**config.mk**
```make
export PLATFORM = sky130hd
export DESIGN_NAME = reg_file_ctx
export DESIGN_NICKNAME = d
export VERILOG_FILES = /design/src/rtl/reg_file_ctx.sv
export SDC_FILE = /design/constraint.sdc
export NUM_CORES = 1
export LEC_CHECK = 0
export ABC_AREA = 1
export BUFFER_PORTS_ARGS = -buffer_cell sky130_fd_sc_hd__buf_2
export CORE_MARGIN = 5
export CORE_UTILIZATION = 45
export DETAILED_ROUTE_END_ITERATION = 10
export PLACE_DENSITY_LB_ADDON = 0.2
export SLEW_MARGIN = 20
export SYNTH_ARGS = -nofsm -noshare
export SYNTH_HDL_FRONTEND = slang
export SYNTH_SLANG_ARGS = --single-unit
```
**constraint.sdc**
```tcl
create_clock -name clk -period 20.8 [get_ports clk]
set_clock_uncertainty 0.2 [all_clocks]
set_input_delay 3.12 -clock clk [delete_from_list [all_inputs] [get_ports clk]]
set_output_delay 3.12 -clock clk [all_outputs]
set_load 0.01 [all_outputs]
```
**src/rtl/reg_file_ctx.sv**
```systemverilog
// reg_file_ctx: register file with a context stack.
//   Register 0 always reads as zero and register 1 always reads as all-ones.
//   Registers CTX_BASE..SIZE-1 form the context. A push saves the context
//   into the stack and a pop restores it from the stack.
// Ports:
//   clk, rst                      clock and asynchronous active-high reset
//   rf_addr_r1/r2, rf_data_out1/2 two combinational read ports; an address
//                                 >= SIZE reads as zero
//   rf_addr_wr, rf_data_we,
//   rf_data_in                    write port; writes to regs 0/1 and to
//                                 addresses >= SIZE are ignored
//   rf_stack_push/pop             level-sampled save/restore requests
//   rf_err_clr                    clears the sticky ovf/unf flags
//   rf_stack_level/full/empty     stack occupancy
//   rf_stack_ovf/unf              sticky overflow/underflow flags
module reg_file_ctx #(
    parameter int unsigned WIDTH       = 8,
    parameter int unsigned SIZE        = 11,
    parameter int unsigned CTX_BASE    = 2,
    parameter int unsigned STACK_DEPTH = 4
) (
    input  logic                           clk,
    input  logic                           rst,
    input  logic [$clog2(SIZE)-1:0]        rf_addr_r1,
    input  logic [$clog2(SIZE)-1:0]        rf_addr_r2,
    output logic [WIDTH-1:0]               rf_data_out1,
    output logic [WIDTH-1:0]               rf_data_out2,
    input  logic [$clog2(SIZE)-1:0]        rf_addr_wr,
    input  logic                           rf_data_we,
    input  logic [WIDTH-1:0]               rf_data_in,
    input  logic                           rf_stack_push,
    input  logic                           rf_stack_pop,
    input  logic                           rf_err_clr,
    output logic [$clog2(STACK_DEPTH+1)-1:0] rf_stack_level,
    output logic                           rf_stack_full,
    output logic                           rf_stack_empty,
    output logic                           rf_stack_ovf,
    output logic                           rf_stack_unf
);

    localparam int unsigned AW   = $clog2(SIZE);
    localparam int unsigned LW   = $clog2(STACK_DEPTH + 1);
    localparam int unsigned NCTX = SIZE - CTX_BASE;

    // Only registers 2..SIZE-1 have storage; regs[k] holds register k+2.
    logic [WIDTH-1:0] regs   [SIZE-2];
    logic [WIDTH-1:0] frames [STACK_DEPTH][NCTX];
    logic [WIDTH-1:0] rd_view [SIZE];
    logic [LW-1:0]    level;
    logic             ovf, unf;
    logic             full, empty;
    logic             do_push, do_pop, ovf_evt, unf_evt;

    assign full    = (level == LW'(STACK_DEPTH));
    assign empty   = (level == '0);
    assign do_push = rf_stack_push & ~rf_stack_pop & ~full;
    assign do_pop  = rf_stack_pop & ~rf_stack_push & ~empty;
    // A simultaneous push and pop counts as both an overflow and an underflow.
    assign ovf_evt = rf_stack_push & (rf_stack_pop | full);
    assign unf_evt = rf_stack_pop & (rf_stack_push | empty);

    always_comb begin
        rd_view[0] = '0;
        rd_view[1] = '1;
        for (int unsigned i = 2; i < SIZE; i++) begin
            rd_view[i] = regs[i-2];
        end
    end

    assign rf_data_out1 = (32'(rf_addr_r1) < SIZE) ? rd_view[rf_addr_r1] : '0;
    assign rf_data_out2 = (32'(rf_addr_r2) < SIZE) ? rd_view[rf_addr_r2] : '0;

    assign rf_stack_level = level;
    assign rf_stack_full  = full;
    assign rf_stack_empty = empty;
    assign rf_stack_ovf   = ovf;
    assign rf_stack_unf   = unf;

    always_ff @(posedge clk or posedge rst) begin
        if (rst) begin
            for (int unsigned i = 0; i < SIZE - 2; i++) begin
                regs[i] <= '0;
            end
            for (int unsigned f = 0; f < STACK_DEPTH; f++) begin
                for (int unsigned j = 0; j < NCTX; j++) begin
                    frames[f][j] <= '0;
                end
            end
            level <= '0;
            ovf   <= 1'b0;
            unf   <= 1'b0;
        end else begin
            // A pop takes priority over a write to any context register.
            for (int unsigned i = 2; i < SIZE; i++) begin
                if (rf_data_we && rf_addr_wr == AW'(i) && !(do_pop && i >= CTX_BASE)) begin
                    regs[i-2] <= rf_data_in;
                end
            end
            // The frame is selected by comparing against level, so no
            // narrowed array index is needed.
            if (do_pop) begin
                for (int unsigned f = 0; f < STACK_DEPTH; f++) begin
                    if (level == LW'(f + 1)) begin
                        for (int unsigned j = 0; j < NCTX; j++) begin
                            regs[CTX_BASE-2+j] <= frames[f][j];
                        end
                    end
                end
                level <= level - 1'b1;
            end
            // The push saves the pre-edge values, so a write in the same
            // cycle does not reach the frame.
            if (do_push) begin
                for (int unsigned f = 0; f < STACK_DEPTH; f++) begin
                    if (level == LW'(f)) begin
                        for (int unsigned j = 0; j < NCTX; j++) begin
                            frames[f][j] <= regs[CTX_BASE-2+j];
                        end
                    end
                end
                level <= level + 1'b1;
            end
            // A new error in the same cycle as a clear keeps the flag set.
            ovf <= ovf_evt | (ovf & ~rf_err_clr);
            unf <= unf_evt | (unf & ~rf_err_clr);
        end
    end

endmodule

```
After elaboration in Yosys (flattened, before gate mapping)
Index checks and enable logic that the tools add are counted.
- add/subtract/negate cells: 2
- muxes and demuxes: 24
- bitwise gates (word level): 19
- $lt $le $gt $ge: 4
- equal/unequal tests: 13
- reduce and logical (&&, ||, !) cells: 25
- operator list (cell ; number):
    2-to-1 mux 72 bit ; 5
    2-to-1 mux 8 bit ; 15
    binary-select mux 8 bit (select 4 bit) ; 2
    logical AND 1 bit ; 18
    equality test 4 x 3 -> 1 bit, second input constant ; 4
    equality test 4 bit, second input constant ; 3
    greater-or-equal comparator 5 bit, second input constant ; 2
    inverter 4 -> 5 bit ; 2
    AND 1 bit ; 8
    equality test 4 x 2 -> 1 bit, second input constant ; 2
    less-than comparator 4 bit, second input constant ; 2
    AND reduction 2 bit ; 4
    equality test 3 x 2 -> 1 bit, second input constant ; 2
    2-to-1 mux 3 bit ; 2
    inverter 1 bit ; 5
    OR 1 bit ; 4
    adder 3 x 1 -> 3 bit, second input constant ; 1
    equality test 3 x 1 -> 1 bit, second input constant ; 1
    equality test 3 bit, second input constant ; 1
    logical NOT 3 bit ; 1
    subtractor 3 x 1 -> 3 bit, second input constant ; 1
    nonzero test 2 bit ; 1
    logical NOT 1 bit ; 1
- word-level logic and storage cells: 135
- input port bits: 26
- flip-flop bits (word level): 365
- output and inout port bits: 23

Logic depth before layout (Yosys ltp)
Gate-level depths: netlist of run 1.
- depth in word-level cells: 11
- gate-level depth with buffers: 13
- mapped depth without buffers: 12

Least setup slack after synthesis of run 1
OpenSTA, ideal clock, no wires.
- path kind: in2out
- from: input rf_addr_r2[1]
- to: output rf_data_out2[6]
- arrival: 4.258 ns
- cell stages on the path: 6
- required time: 17.480 ns
- slack: 13.222 ns
- path through: clkbuf_1 -> nand2_1 -> inv_1 -> buf_2 -> a22oi_1 -> o21ai_0
- longest elaborated chain between the ends: 5
- elaborated cells between the ends (all ways): 6
- those cells by class: order compare (1); mux (4); bitwise (1)
- ends and longest elaborated chain (element ; line ; RTL):
    start: declaration ; 25 ; input logic [$clog2(SIZE)-1:0] rf_addr_r2,
    inverter 4 -> 5 bit (not written as such) ; 71 ; assign rf_data_out2 = (32'(rf_addr_r2) < SIZE) ? rd_view[rf_addr_r2] : '0;
    binary-select mux 8 bit (select 4 bit) ; 71 ;
    2-to-1 mux 8 bit (not written as such) (2 in a row) ; 71 ;
    2-to-1 mux 8 bit * ; 71 ;
    end: declaration ; 27 ; output logic [WIDTH-1:0] rf_data_out2,
Mark *: on every way between the ends. The rest lies on a longest branch, timed or not. The select of a mux whose other input is x is not followed.

Final worst setup path of run 1
- from: input rf_addr_r2[0]
- to: output rf_data_out2[6]
Same word-level chain as after synthesis.

==> metrics.md, run 1 <==
| Metric | Value |
|---|---|
| Setup TNS | 0 ns |
| CP max FO | 24 |
| Sequential share of the synthesized area | 0.461 |
| RD Place Congestion | roughly 0.93 |
| Port buffer count | 48 |
| Worst slew margin | 0.278 |
| Vias | 18,500 |
| Storage cell area | about 9000 um^2 |
| Worst EP arrival | around 5.6 ns |
| Die height | 220 um |
| Final slew viol count | 0 |
| Synth warnings | 0 |
| Initial drt markers | 1,722 |
| Static Leakage | around 11 nW |
| Drt pass-1 iters | 6 |
| Synth Area per Inst | ~7 um^2 |
| Worst Tran Pin Value | 1.08 ns |
| Post-DP HPWL | roughly 37,000 um |
| Pwr Density | 150 nW/um^2 |
| CTS tree | yes |
| GRT Total Usage | 0.263 |
| Initial antenna violation count | 7 |
| Post_cts resized | 0 |
| Most frequent cells in the layout | nand2_1, dfrtp_1, o21ai_0 |
| CP cell instances | buf_2, inv_1, nand2_1, inv_1, a22oi_1, o21ai_0, buf_2 |
| Syn Nets | roughly 2,900 |
| Status | finished, final reports clean |
| Hold Slack | 0.277 ns |
| Worst Hold Path Cells | 2 |
| CTS root buf | clkbuf_16 |
| Htree depth | 2 |
| R2R cell count | 6 |
| Gate Count Post-Synth | roughly 2,800 |
| Hold Path Class | flip-flop to flip-flop |
| WS Path Type | primary input to output pin |
| Row Count | slightly below 80 |
| Final Cell Area | ~22,000 um^2 |
| RSZ-0062 raised after global routing | false |
| Max VDD drop | 0.0701 mV |
| Seq cells post-synth | 365 |
| CP peak stage delay | 0.53 ns |
| Post-Place Cell Area | 20,300 um^2 |
| Hold Vio Cnt, Final | 0 |
| Global-route wire length before repair | 99,400 um |
| Achievable frequency | 112 MHz |
| Starting density of the core | 0.451 |
| Placed Cells | 3,308 |
| TritonCTS buffer count | 43 |
| Die Area | around 48,000 um^2 |
| Critical path's slowest cell | inv_1 |
| Setup Buffers After CTS | 0 |
| Setup crit start kind | primary input |
| Final-stage net count | roughly 2,800 |
| Post-Syn Area | 19,800 um^2 |
| Max_cap viols | 0 |
| Core ar. | 43,900 um^2 |
| Later-pin clock latency in the skew report | approximately 0.56 ns |
| Critical Path Sink Type | output pin |
| Non-Filler Instances | between 3,000 and 4,000 |
| Bufs on Longest Clock Path | 3 |
| CP Data Required Time | around 17 ns |
| Die Width | 220 um |
| Clock sink count | ~370 |
| Clock-pin transition on the worst setup and hold timing paths | roughly 0.060 ns |
| Fillcell total | around 4,400 |
| Netlist cell types | 29 |
| Commonest non-fill, non-tap cell in the layout | nand2_1 |
| DRT Wirelength | 63,100 um |
| Wire per inst | 18.6 um |
| Top cell type's share of synthesized area | 0.461 |
| Antenna-violating nets left | 0 |
| Total power | around 3.2 mW |
| Synth-to-layout area growth | 9.19% |
| Period utilization | 0.431 |
| Grt ovf | 0 |
| Post-synth top area cell | dfrtp_1 |
| Final Setup Violations | 0 |
| Area of the multi-input gates | between 8000 and 9000 um^2 |
| Post-layout min period | roughly 9.0 ns |
| Top-level I/O count | just under 50 |
| Share of layout cells above drive strength 1 | 0.0573 |
| Residual DRC | 0 |
| Vias per inst | about 5.5 |
| Top post-synthesis cells by area | dfrtp_1, nand2_1, o21ai_0, nand3_1, inv_1 |
| Hold_buf cts | 0 |
| Largest net degree at the start of global routing | 165 |
| Vias in the first global route | ~17,000 |
-- cells in the mapped netlist --
master     number
a21oi_1        35
a22oi_1        16
a31oi_1         1
buf_1           7
buf_2          56
buf_4           3
buf_6           2
clkbuf_1      104
clkinv_1        9
dfrtp_1       365
ha_1            6
inv_1         308
inv_2           6
nand2_1       981
nand2_2         5
nand2_4         3
nand3_1       287
nand3_2         4
nand4_1        16
nor2_1        145
nor2_2          3
nor2_4          5
nor2_8          2
o2111ai_1      11
o211ai_1       11
o21ai_0       348
o21ai_1        77
o221ai_1        6
xor2_1          2
-- layer usage --
layer / global-route usage / up-vias / part of all wire
met4: 0.102 / 6 / 0.039
met3: 0.0563 / 153 / 0.085
li1: - / 8844 / -
met1: 0.362 / 8788 / 0.43
met2: 0.409 / 672 / 0.44
met5: 0 / - / 0.00040
-- through the flow --
| stage | utilization | worst slack [ns] |
|---|---|---|
| 6_report | 0.493 | 11.84 |
| 3_5_place_dp | 0.462 | 11.93 |
| 3_3_place_gp | 0.462 | 11.94 |
| 4_1_cts | 0.492 | 11.92 |
| 5_1_grt | 0.493 | 11.75 |
| 2_1_floorplan | - | 7.35 |
-- registers in the layout, indices dropped and copies added (netlist names) --
name	cells
rf_stack_unf	1
rf_stack_level	3
rd_view	72
frames	288
rf_stack_ovf	1
-- power by group --
part | internal [mW] | switching [mW]
combinational | 0.396 | 0.875
clock | 0.424 | 0.294
sequential | 1.04 | 0.205
-- critical path: cells and delay by family --
kind | cells | cell delay, ns
buf+inv | 4 | 1.47
compound gates | 2 | 0.67
simple gates | 1 | 0.37
-- kinds of logic (layout without fill, tap and decap cells) --
family / count (synthesis) / count (layout) / share of synthesized area
buf+inv: 495 / 461 / 0.0986
fa+ha+maj: 6 / 6 / 0.00379
xor+xnor: 2 / 2 / 0.000884
compound gates: 505 / 505 / 0.134
simple gates: 1451 / 1451 / 0.302
other cells: 0 / 3 / 0
flops: 365 / 365 / 0.461
-- path summary, 6_finish.rpt --
check | endpoint | startpoint | slack, ns
max in group asynchronous | frames[90] | rst | 15.87
min in group asynchronous | frames[275] | rst | 2.47
hold / removal | frames[174] | frames[174] | 0.28
setup reg to reg | frames[35] | rf_stack_level[2] | 16.53
setup / recovery | rf_data_out2[6] | rf_addr_r2[0] | 11.84
hold reg to reg | frames[174] | frames[174] | 0.28
-- area by class of cell --
cell class,instances,area share
Antenna cell,3,0.000347
Clock buffer,68,0.0597
Clock inverter,5,0.00156
Inverter,323,0.0564
Multi-Input combinational cell,1964,0.407
Sequential cell,365,0.422
Tap cell,592,0.0342
Timing Repair Buffer,65,0.0185
No activity file was read; power rests on OpenSTA's default activity.
==> inputs of run 2 (changes only) <==
--- a/config.mk
+++ b/config.mk
@@ -5,7 +5,7 @@
 export SDC_FILE = /design/constraint.sdc
 export NUM_CORES = 1
 export LEC_CHECK = 0
-export ABC_AREA = 1
+export ABC_AREA = 0
 export BUFFER_PORTS_ARGS = -buffer_cell sky130_fd_sc_hd__buf_2
 export CORE_MARGIN = 5
 export CORE_UTILIZATION = 45
==> constraint.sdc (replaced) <==
create_clock -name clk -period 8.5 [get_ports clk]
set_clock_uncertainty 0.2 [all_clocks]
set_input_delay 1.275 -clock clk [delete_from_list [all_inputs] [get_ports clk]]
set_output_delay 1.275 -clock clk [all_outputs]
set_load 0.01 [all_outputs]
==> run 2 against run 1 <==
Net effect:
- critical path depth fell by 1
- core utilization rose by 0.29 points
- area after synthesis grew 3.7%
- register-to-register slack lost 12 ns
- routed wire length rose by 2.0%
- clock power increased to 2.6 times the previous value
- die area is 3.5% higher
- via count down 11%
- worst setup slack got worse by 8.2 ns
- synthesized cell count fell by 30%
- sequential share of layout area shrank 1.5 points
- critical endpoint is now rf_data_out1[3]
==> metrics.md, run 2 <==
| Metric | Value |
|---|---|
| Status | finished, final reports clean (unchanged) |
| Final Cell Area | 22,400 um^2 (was 21,600 um^2) |
| CTS root buf | clkbuf_16 (unchanged) |
| Sequential share of the synthesized area | 0.444 (was 0.461) |
| Synth Area in Adders | 0.00365 (was 0.00379) |
| Hold Vio Cnt, Final | 0 (unchanged) |
| Share of layout cells above drive strength 1 | 0.255 (was 0.0573) |
| Die height | 224 um (was 220 um) |
| Seq cells post-synth | 365 (unchanged) |
| Hold_buf cts | 0 (unchanged) |
| Post-synth EDFFs | 0 (unchanged) |
| Antenna-violating nets left | 0 (unchanged) |
| Post-synth top area cell | dfrtp_1 (unchanged) |
| Clock sink count | 365 (unchanged) |
| Drt pass-1 iters | 6 (unchanged) |
| Antenna cells | 0 (was 3) |
| Netlist cell types | 60 (was 29) |
| CP max FO | 26 (was 24) |
| Achievable frequency | approximately 200 MHz |
| Largest register FFs | 288 (unchanged) |
| Gate Count Post-Synth | 1,964 (was 2,824) |
| CP Data Required Time | 7.03 ns (was 17.48 ns) |
| Main synth FF type | dfrtp_1 (unchanged) |
| TritonCTS buffer count | 42 (was 43) |
| Worst Tran Pin Value | 1.04 ns (was 1.08 ns) |
| Final Setup Violations | 0 (unchanged) |
| Max_cap viols | 0 (unchanged) |
| RD Place Congestion | 0.873 (was 0.926) |
| Synth Area in Compound Gates | 0.180 (was 0.134) |
| Syn Nets | 1,996 (was 2,856) |
| Critical path's slowest cell | nor2b_1 (was inv_1) |
| CTS tree | yes (unchanged) |
| Residual DRC | 0 (unchanged) |
| Synth Area per Inst | 10.5 um^2 (was 7.02 um^2) |
| Worst slew margin | 0.309 (was 0.278) |
| Post-Synth Simple-Gate Area | 0.129 (was 0.302) |
| Critical path's top delay family | simple AND/OR/NAND/NOR gates (was buffers and inverters) |
| Htree depth | 2 (unchanged) |
| Bufs on Longest Clock Path | 3 (unchanged) |
| Post-synth ARST share | 1.00 (unchanged) |
| Core ar. | 45,300 um^2 (was 43,900 um^2) |
| Clock-pin transition on the worst setup and hold timing paths | 0.05 ns (was 0.06 ns) |
| Total power | 7.63 mW (was 3.24 mW) |
| Biggest register | frames (unchanged) |
| Post-DP HPWL | 37,100 um (about the same) |
| Top cell type's share of synthesized area | 0.444 (was 0.461) |
| Global-route wire length before repair | 99,500 um (was 99,400 um) |
| Setup crit start kind | primary input (unchanged) |
| Synth-to-layout area growth | 9.20% (was 9.19%) |
| XOR/XNOR Fraction of Synth Area | 0.000852 (was 0.000884) |
| Post_cts resized | 0 (unchanged) |
| Buf/Inv on CP | 2 (was 4) |
| Die Width | 224 um (was 220 um) |
| M1 wire length | 27,800 um (was 27,400 um) |
| Starting density of the core | 0.454 (was 0.451) |
| Largest net degree at the start of global routing | 108 (was 165) |
| Most common cell in the netlist | dfrtp_1 (was nand2_1) |
| WL met3 | 4250 um (was 5340 um) |
| Most frequent cells in the layout | dfrtp_1, mux2_2, a21oi_1 (was nand2_1, dfrtp_1, o21ai_0) |
| Initial antenna violation count | 2 (was 7) |
| Commonest non-fill, non-tap cell in the layout | dfrtp_1 (was nand2_1) |
| Synth warnings | 0 (unchanged) |
| Vias | 16,400 (was 18,500) |
| Non-Filler Instances | 2,520 (was 3,385) |
| Worst EP arrival | 3.40 ns (was 5.64 ns) |
| WS Path Type | primary input to output pin (unchanged) |
| Initial drt markers | 1,429 (was 1,722) |
| Placed Cells | 2,449 (was 3,308) |
| Period utilization | 0.573 |
| Setup TNS | 0 ns (unchanged) |
| Top-level I/O count | 49 (unchanged) |
| WL met2 | 30,000 um (was 27,900 um) |
| Static Leakage | 9.50 nW (was 11.5 nW) |
| Synth cell count leaders | dfrtp_1, mux2_2, a21oi_1 (was nand2_1, dfrtp_1, o21ai_0) |
| Max VDD drop | 0.180 mV (was 0.0701 mV) |
| Port buffer count | 48 (unchanged) |
| CP cell instances | buf_2, nor2b_1, o2bb2ai_1, a21oi_1, o22ai_1, buf_2 (was buf_2, inv_1, nand2_1, inv_1, a22oi_1, o21ai_0, buf_2) |
| Row Count | 78 (was 77) |
| Post-layout min period | between 4 and 5 ns |
| CP peak stage delay | 0.77 ns (was 0.53 ns) |
| Post-synthesis mux area share | 0.195 (was 0) |
| Post-Place Cell Area | 21,100 um^2 (was 20,300 um^2) |
| Final core occ | 0.496 (was 0.493) |
| Die Area | 50,000 um^2 (was 48,400 um^2) |
| Later-pin clock latency in the skew report | 0.57 ns (was 0.56 ns) |
| Wire per inst | 25.5 um (was 18.6 um) |
| Setup Buffers After CTS | 0 (unchanged) |
| Grt ovf | 0 (unchanged) |
| RSZ-0062 raised after global routing | false (unchanged) |
| CP most frequent cell | buf_2 |
| DRT Wirelength | 64,300 um (was 63,100 um) |
| Max Used Layer | met5 (unchanged) |
| Largest family of logic cells by synthesized area | multiplexers (was simple AND/OR/NAND/NOR gates) |
| Critical Path Sink Type | output pin (unchanged) |
| Final-stage net count | 1,925 (was 2,794) |
| GRT Total Usage | 0.252 (was 0.263) |
| Vias in the first global route | 16,000 (was 17,200) |
| Hold Path Class | flip-flop to flip-flop (unchanged) |
| Final slew viol count | 0 (unchanged) |
| Pwr Density | 340 nW/um^2 (was 150 nW/um^2) |
| Post-Syn Area | 20,600 um^2 (was 19,800 um^2) |
| Top post-synthesis cells by area | dfrtp_1, mux2_2, a21oi_1, o21ai_0, clkbuf_1 (was dfrtp_1, nand2_1, o21ai_0, nand3_1, inv_1) |
| Vias per inst | 6.51 (was 5.45) |
## run 2: changes by cell type in the layout (fill, tap and decap cells not counted), sizes merged, moves of 33 or more
cell,before,now
a211oi,0,44
a21oi,35,135
a31oi,1,42
inv,314,32
mux2,0,288
mux2i,0,40
nand2,989,47
nand3,291,63
nor2,155,68
nor2b,0,59
nor3b,0,37
nor4b,0,33
o21ai,425,135
o22ai,0,38
## run 2: cells by family (layout without fill, tap and decap cells)
| group | count (synthesis) | after routing |
|---|---|---|
| flip-flops | 365 | 365 |
| XOR/XNOR | 2 | 2 |
| AND/OR/NAND/NOR | 440 | 440 |
| AO/OA/AOI/OAI | 578 | 578 |
| multiplexers | 344 | 344 |
| buffers and inverters | 229 | 185 |
| adder cells (fa/ha/maj) | 6 | 6 |
## run 2: area by class of cell
| cell class | count | area (um^2) |
|---|---|---|
| well taps | 600 | 751 |
| multi-input cells | 1370 | 10600 |
| clock buffers | 66 | 1300 |
| fillers | 4159 | 22800 |
| flip-flops and latches | 365 | 9140 |
| repair buffers | 81 | 488 |
| inverters | 33 | 128 |
| clock inverters | 5 | 78.8 |
## run 2: report_power, final
group / internal (mW) / total (mW) / switching, mW
combinational: 1.18 / 2.84 / 1.66
sequential: 2.32 / 2.95 / 0.627
clock: 1.10 / 1.84 / 0.735
## run 2: final timing paths
kind                                   start               to  slack, ns  depth (start not counted)
max                            rf_addr_r1[0]  rf_data_out1[3]       3.63                          6
min                               frames[31]       frames[31]       0.30                          1
max reg2reg                rf_stack_level[2]      rd_view[19]       4.39                          7
min reg2reg                       frames[31]       frames[31]       0.30                          1
max in group asynchronous                rst      frames[181]       5.53                          4
min in group asynchronous                rst       frames[72]       0.57                          2
## run 2: through the flow
step	worst slack, ns	hold WS [ns]
2_1_floorplan	2.13	0.274
6_report	3.63	0.299
5_1_grt	3.60	0.311
3_3_place_gp	3.73	0.282
3_5_place_dp	3.69	0.289
4_1_cts	3.68	0.303
## run 2: metal layers
metal | vias to the layer above | GRT usage
li1 | 7218 | -
met1 | 8390 | 0.352
met2 | 649 | 0.403
met3 | 141 | 0.0342
met4 | 2 | 0.0941
met5 | - | 0
==> inputs of run 3 (changes only) <==
--- a/config.mk
+++ b/config.mk
@@ -5,7 +5,7 @@
 export SDC_FILE = /design/constraint.sdc
 export NUM_CORES = 1
 export LEC_CHECK = 0
-export ABC_AREA = 0
+export ABC_AREA = 1
 export BUFFER_PORTS_ARGS = -buffer_cell sky130_fd_sc_hd__buf_2
 export CORE_MARGIN = 5
 export CORE_UTILIZATION = 45
==> constraint.sdc (replaced) <==
create_clock -name clk -period 4 [get_ports clk]
set_clock_uncertainty 0.2 [all_clocks]
set_input_delay 0.6 -clock clk [delete_from_list [all_inputs] [get_ports clk]]
set_output_delay 0.6 -clock clk [all_outputs]
set_load 0.01 [all_outputs]
==> run 3 against run 2 <==
Net effect:
- cell count increased by 35%
- via count increased by 12%
- core utilization increased by 0.54 points
- register-to-register slack got worse by 3.6 ns
- sequential cell count unchanged
- critical path type is now flip-flop to output pin
- critical endpoint is now rf_stack_full
==> metrics.md, run 3 (synthesis gave the netlist of run 1 again) <==
| Metric | Value |
|---|---|
| Status | finished, final reports clean (unchanged) |
| DRT Wirelength | 62,900 um (was 64,300 um) |
| TritonCTS buffer count | 43 (was 42) |
| Total power | 17.0 mW (was 7.63 mW) |
| Int Pwr | 9.90 mW (was 4.60 mW) |
| Part of the power in registers | 0.378 (was 0.387) |
| Final core occ | 0.501 (was 0.496) |
| RSZ-0062 raised after global routing | false (unchanged) |
| Die Area | 48,400 um^2 (was 50,000 um^2) |
| Vias per inst | 5.40 (was 6.51) |
| Hold Path Class | primary input to flip-flop (was flip-flop to flip-flop) |
| Final slew viol count | 0 (unchanged) |
| Final WS setup | 0.575 ns (was 3.63 ns) |
| Placed Cells | 3,329 (was 2,449) |
| GRT Total Usage | 0.262 (was 0.252) |
| Non-Filler Instances | 3,404 (was 2,520) |
| Area of the multi-input gates | 8820 um^2 (was 10,600 um^2) |
| Clock sink count | 365 (unchanged) |
| Most frequent cells in the layout | nand2_1, dfrtp_1, o21ai_0 (was dfrtp_1, mux2_2, a21oi_1) |
| Static Leakage | 11.7 nW (was 9.50 nW) |
| Htree depth | 2 (unchanged) |
| RD Place Congestion | 0.963 (was 0.873) |
| Pwr Density | 770 nW/um^2 (was 340 nW/um^2) |
| Core ar. | 43,900 um^2 (was 45,300 um^2) |
| Drt pass-1 iters | 5 (was 6) |
| Fillcell total | 4,363 (was 4,159) |
| Achievable frequency | roughly 290 MHz |
| Grt ovf | 0 (unchanged) |
| Period utilization | 0.856 |
| CTS tree | yes (unchanged) |
| Die height | 220 um (was 224 um) |
| Max VDD drop | 0.333 mV (was 0.180 mV) |
| Largest register FFs | 288 (unchanged) |
| Max_cap viols | 0 (unchanged) |
| Final-stage net count | 2,815 (was 1,925) |
| Clock power share | 0.231 (was 0.241) |
| Clock-pin transition on the worst setup and hold timing paths | 0.06 ns (was 0.05 ns) |
| Post-Place Cell Area | 20,600 um^2 (was 21,100 um^2) |
| Synth-to-layout area growth | 11.0% (was 9.20%) |
| Setup crit start kind | flip-flop (was primary input) |
| Bufs on Longest Clock Path | 3 (unchanged) |
| Setup TNS | 0 ns (unchanged) |
| Top-level I/O count | 49 (unchanged) |
| Commonest non-fill, non-tap cell in the layout | nand2_1 (was dfrtp_1) |
| Hold Slack | 0.0295 ns (was 0.299 ns) |
| Global-route wire length before repair | 100,000 um (was 99,500 um) |
| Vias | 18,400 (was 16,400) |
| Worst slew margin | 0.375 (was 0.309) |
| Vias in the first global route | 17,400 (was 16,000) |
| Initial drt markers | 1,675 (was 1,429) |
| Storage cell area | 9130 um^2 (was 9140 um^2) |
| Starting density of the core | 0.451 (was 0.454) |
| Largest net degree at the start of global routing | 145 (was 108) |
| Final Setup Violations | 0 (unchanged) |
| WS Path Type | flip-flop to output pin (was primary input to output pin) |
| Die Width | 220 um (was 224 um) |
| Gate power share | 0.391 (was 0.372) |
| NetSw | 7.05 mW (was 3.02 mW) |
| CTS root buf | clkbuf_16 (unchanged) |
| Post_cts resized | 0 (unchanged) |
| Switching share of power | 0.416 (was 0.396) |
| Critical Path Sink Type | output pin (unchanged) |
| Port buffer count | 48 (unchanged) |
| CP Data Required Time | 3.20 ns (was 7.03 ns) |
| Wire per inst | 18.5 um (was 25.5 um) |
| Hold Vio Cnt, Final | 0 (unchanged) |
| Final Cell Area | 22,000 um^2 (was 22,400 um^2) |
| Post-layout min period | 3.43 ns |
| CP max FO | 51 (was 26) |
| Antenna-violating nets left | 0 (unchanged) |
| Initial antenna violation count | 5 (was 2) |
| Share of layout cells above drive strength 1 | 0.0659 (was 0.255) |
| Residual DRC | 0 (unchanged) |
| Worst EP arrival | 2.63 ns (was 3.40 ns) |
| Worst Tran Pin Value | 0.931 ns (was 1.04 ns) |
| Post-DP HPWL | 38,500 um (was 37,100 um) |
| Later-pin clock latency in the skew report | 0.57 ns (about the same) |
| Biggest register | frames (unchanged) |
| Row Count | 77 (was 78) |
| Pre-CTS setup slack | 0.714 ns (was 3.69 ns) |
run 3: cell types whose count changed in the layout (fill, tap and decap cells not counted), sizes merged, moves of 100 or more:
cell	delta
a21oi	-100
inv	+280
mux2	-288
nand2	+942
nand3	+228
o21ai	+290
run 3: metal layers:
layer  share of wire  track usage
met1            0.44        0.367
met3           0.073       0.0446
met5         0.00045            0
met2            0.46        0.424
met4           0.025       0.0724
run 3: timing repair:
| action | 4_1_cts | 5_1_grt |
|---|---|---|
| buffers inserted | 0 | 0 |
| setup endpoints to repair | 0 | 0 |
| hold buffers | 1 | 0 |
| endpoints found under the hold margin | 14 | 0 |
run 3: power groups by stage:
stage / logic (mW) / registers (mW) / clock network, mW
2_1_floorplan: 4.90 / 6.14 / 0
3_3_place_gp: 6.45 / 6.39 / 0
3_5_place_dp: 6.58 / 6.44 / 0
4_1_cts: 6.61 / 6.40 / 3.99
5_1_grt: 7.64 / 6.61 / 4.13
6_report: 6.62 / 6.41 / 3.92
run 3: layout make-up:
class                           count  share of cell area
Inverter                          323              0.0553
Tap cell                          592              0.0337
Antenna cell                        3            0.000341
Sequential cell                   365               0.415
Multi-Input combinational cell   1964               0.401
Timing Repair Buffer               86              0.0319
Clock inverter                      7             0.00387
Clock buffer                       64              0.0594
run 3: path summary, 6_finish.rpt:
check | from | to | slack, ns | cells after the start
worst max register to register | rf_stack_level[2] | rd_view[23] | 0.79 | 13
max in group asynchronous | rst | rd_view[38] | 2.22 | 5
worst min-delay path | rf_err_clr | rf_stack_unf | 0.03 | 2
min in group asynchronous | rst | frames[9] | 0.45 | 3
worst min register to register | frames[196] | frames[196] | 0.28 | 2
worst max-delay path | rf_stack_level[0] | rf_stack_full | 0.57 | 6
run 3: critical path: stages, from the launching register on:
cell and delay (ns):
dfrtp_1 0.46, inv_1 0.12, ha_1 0.26, nand2_4 0.33, buf_4 0.60, inv_1 0.12
buf_2 0.17
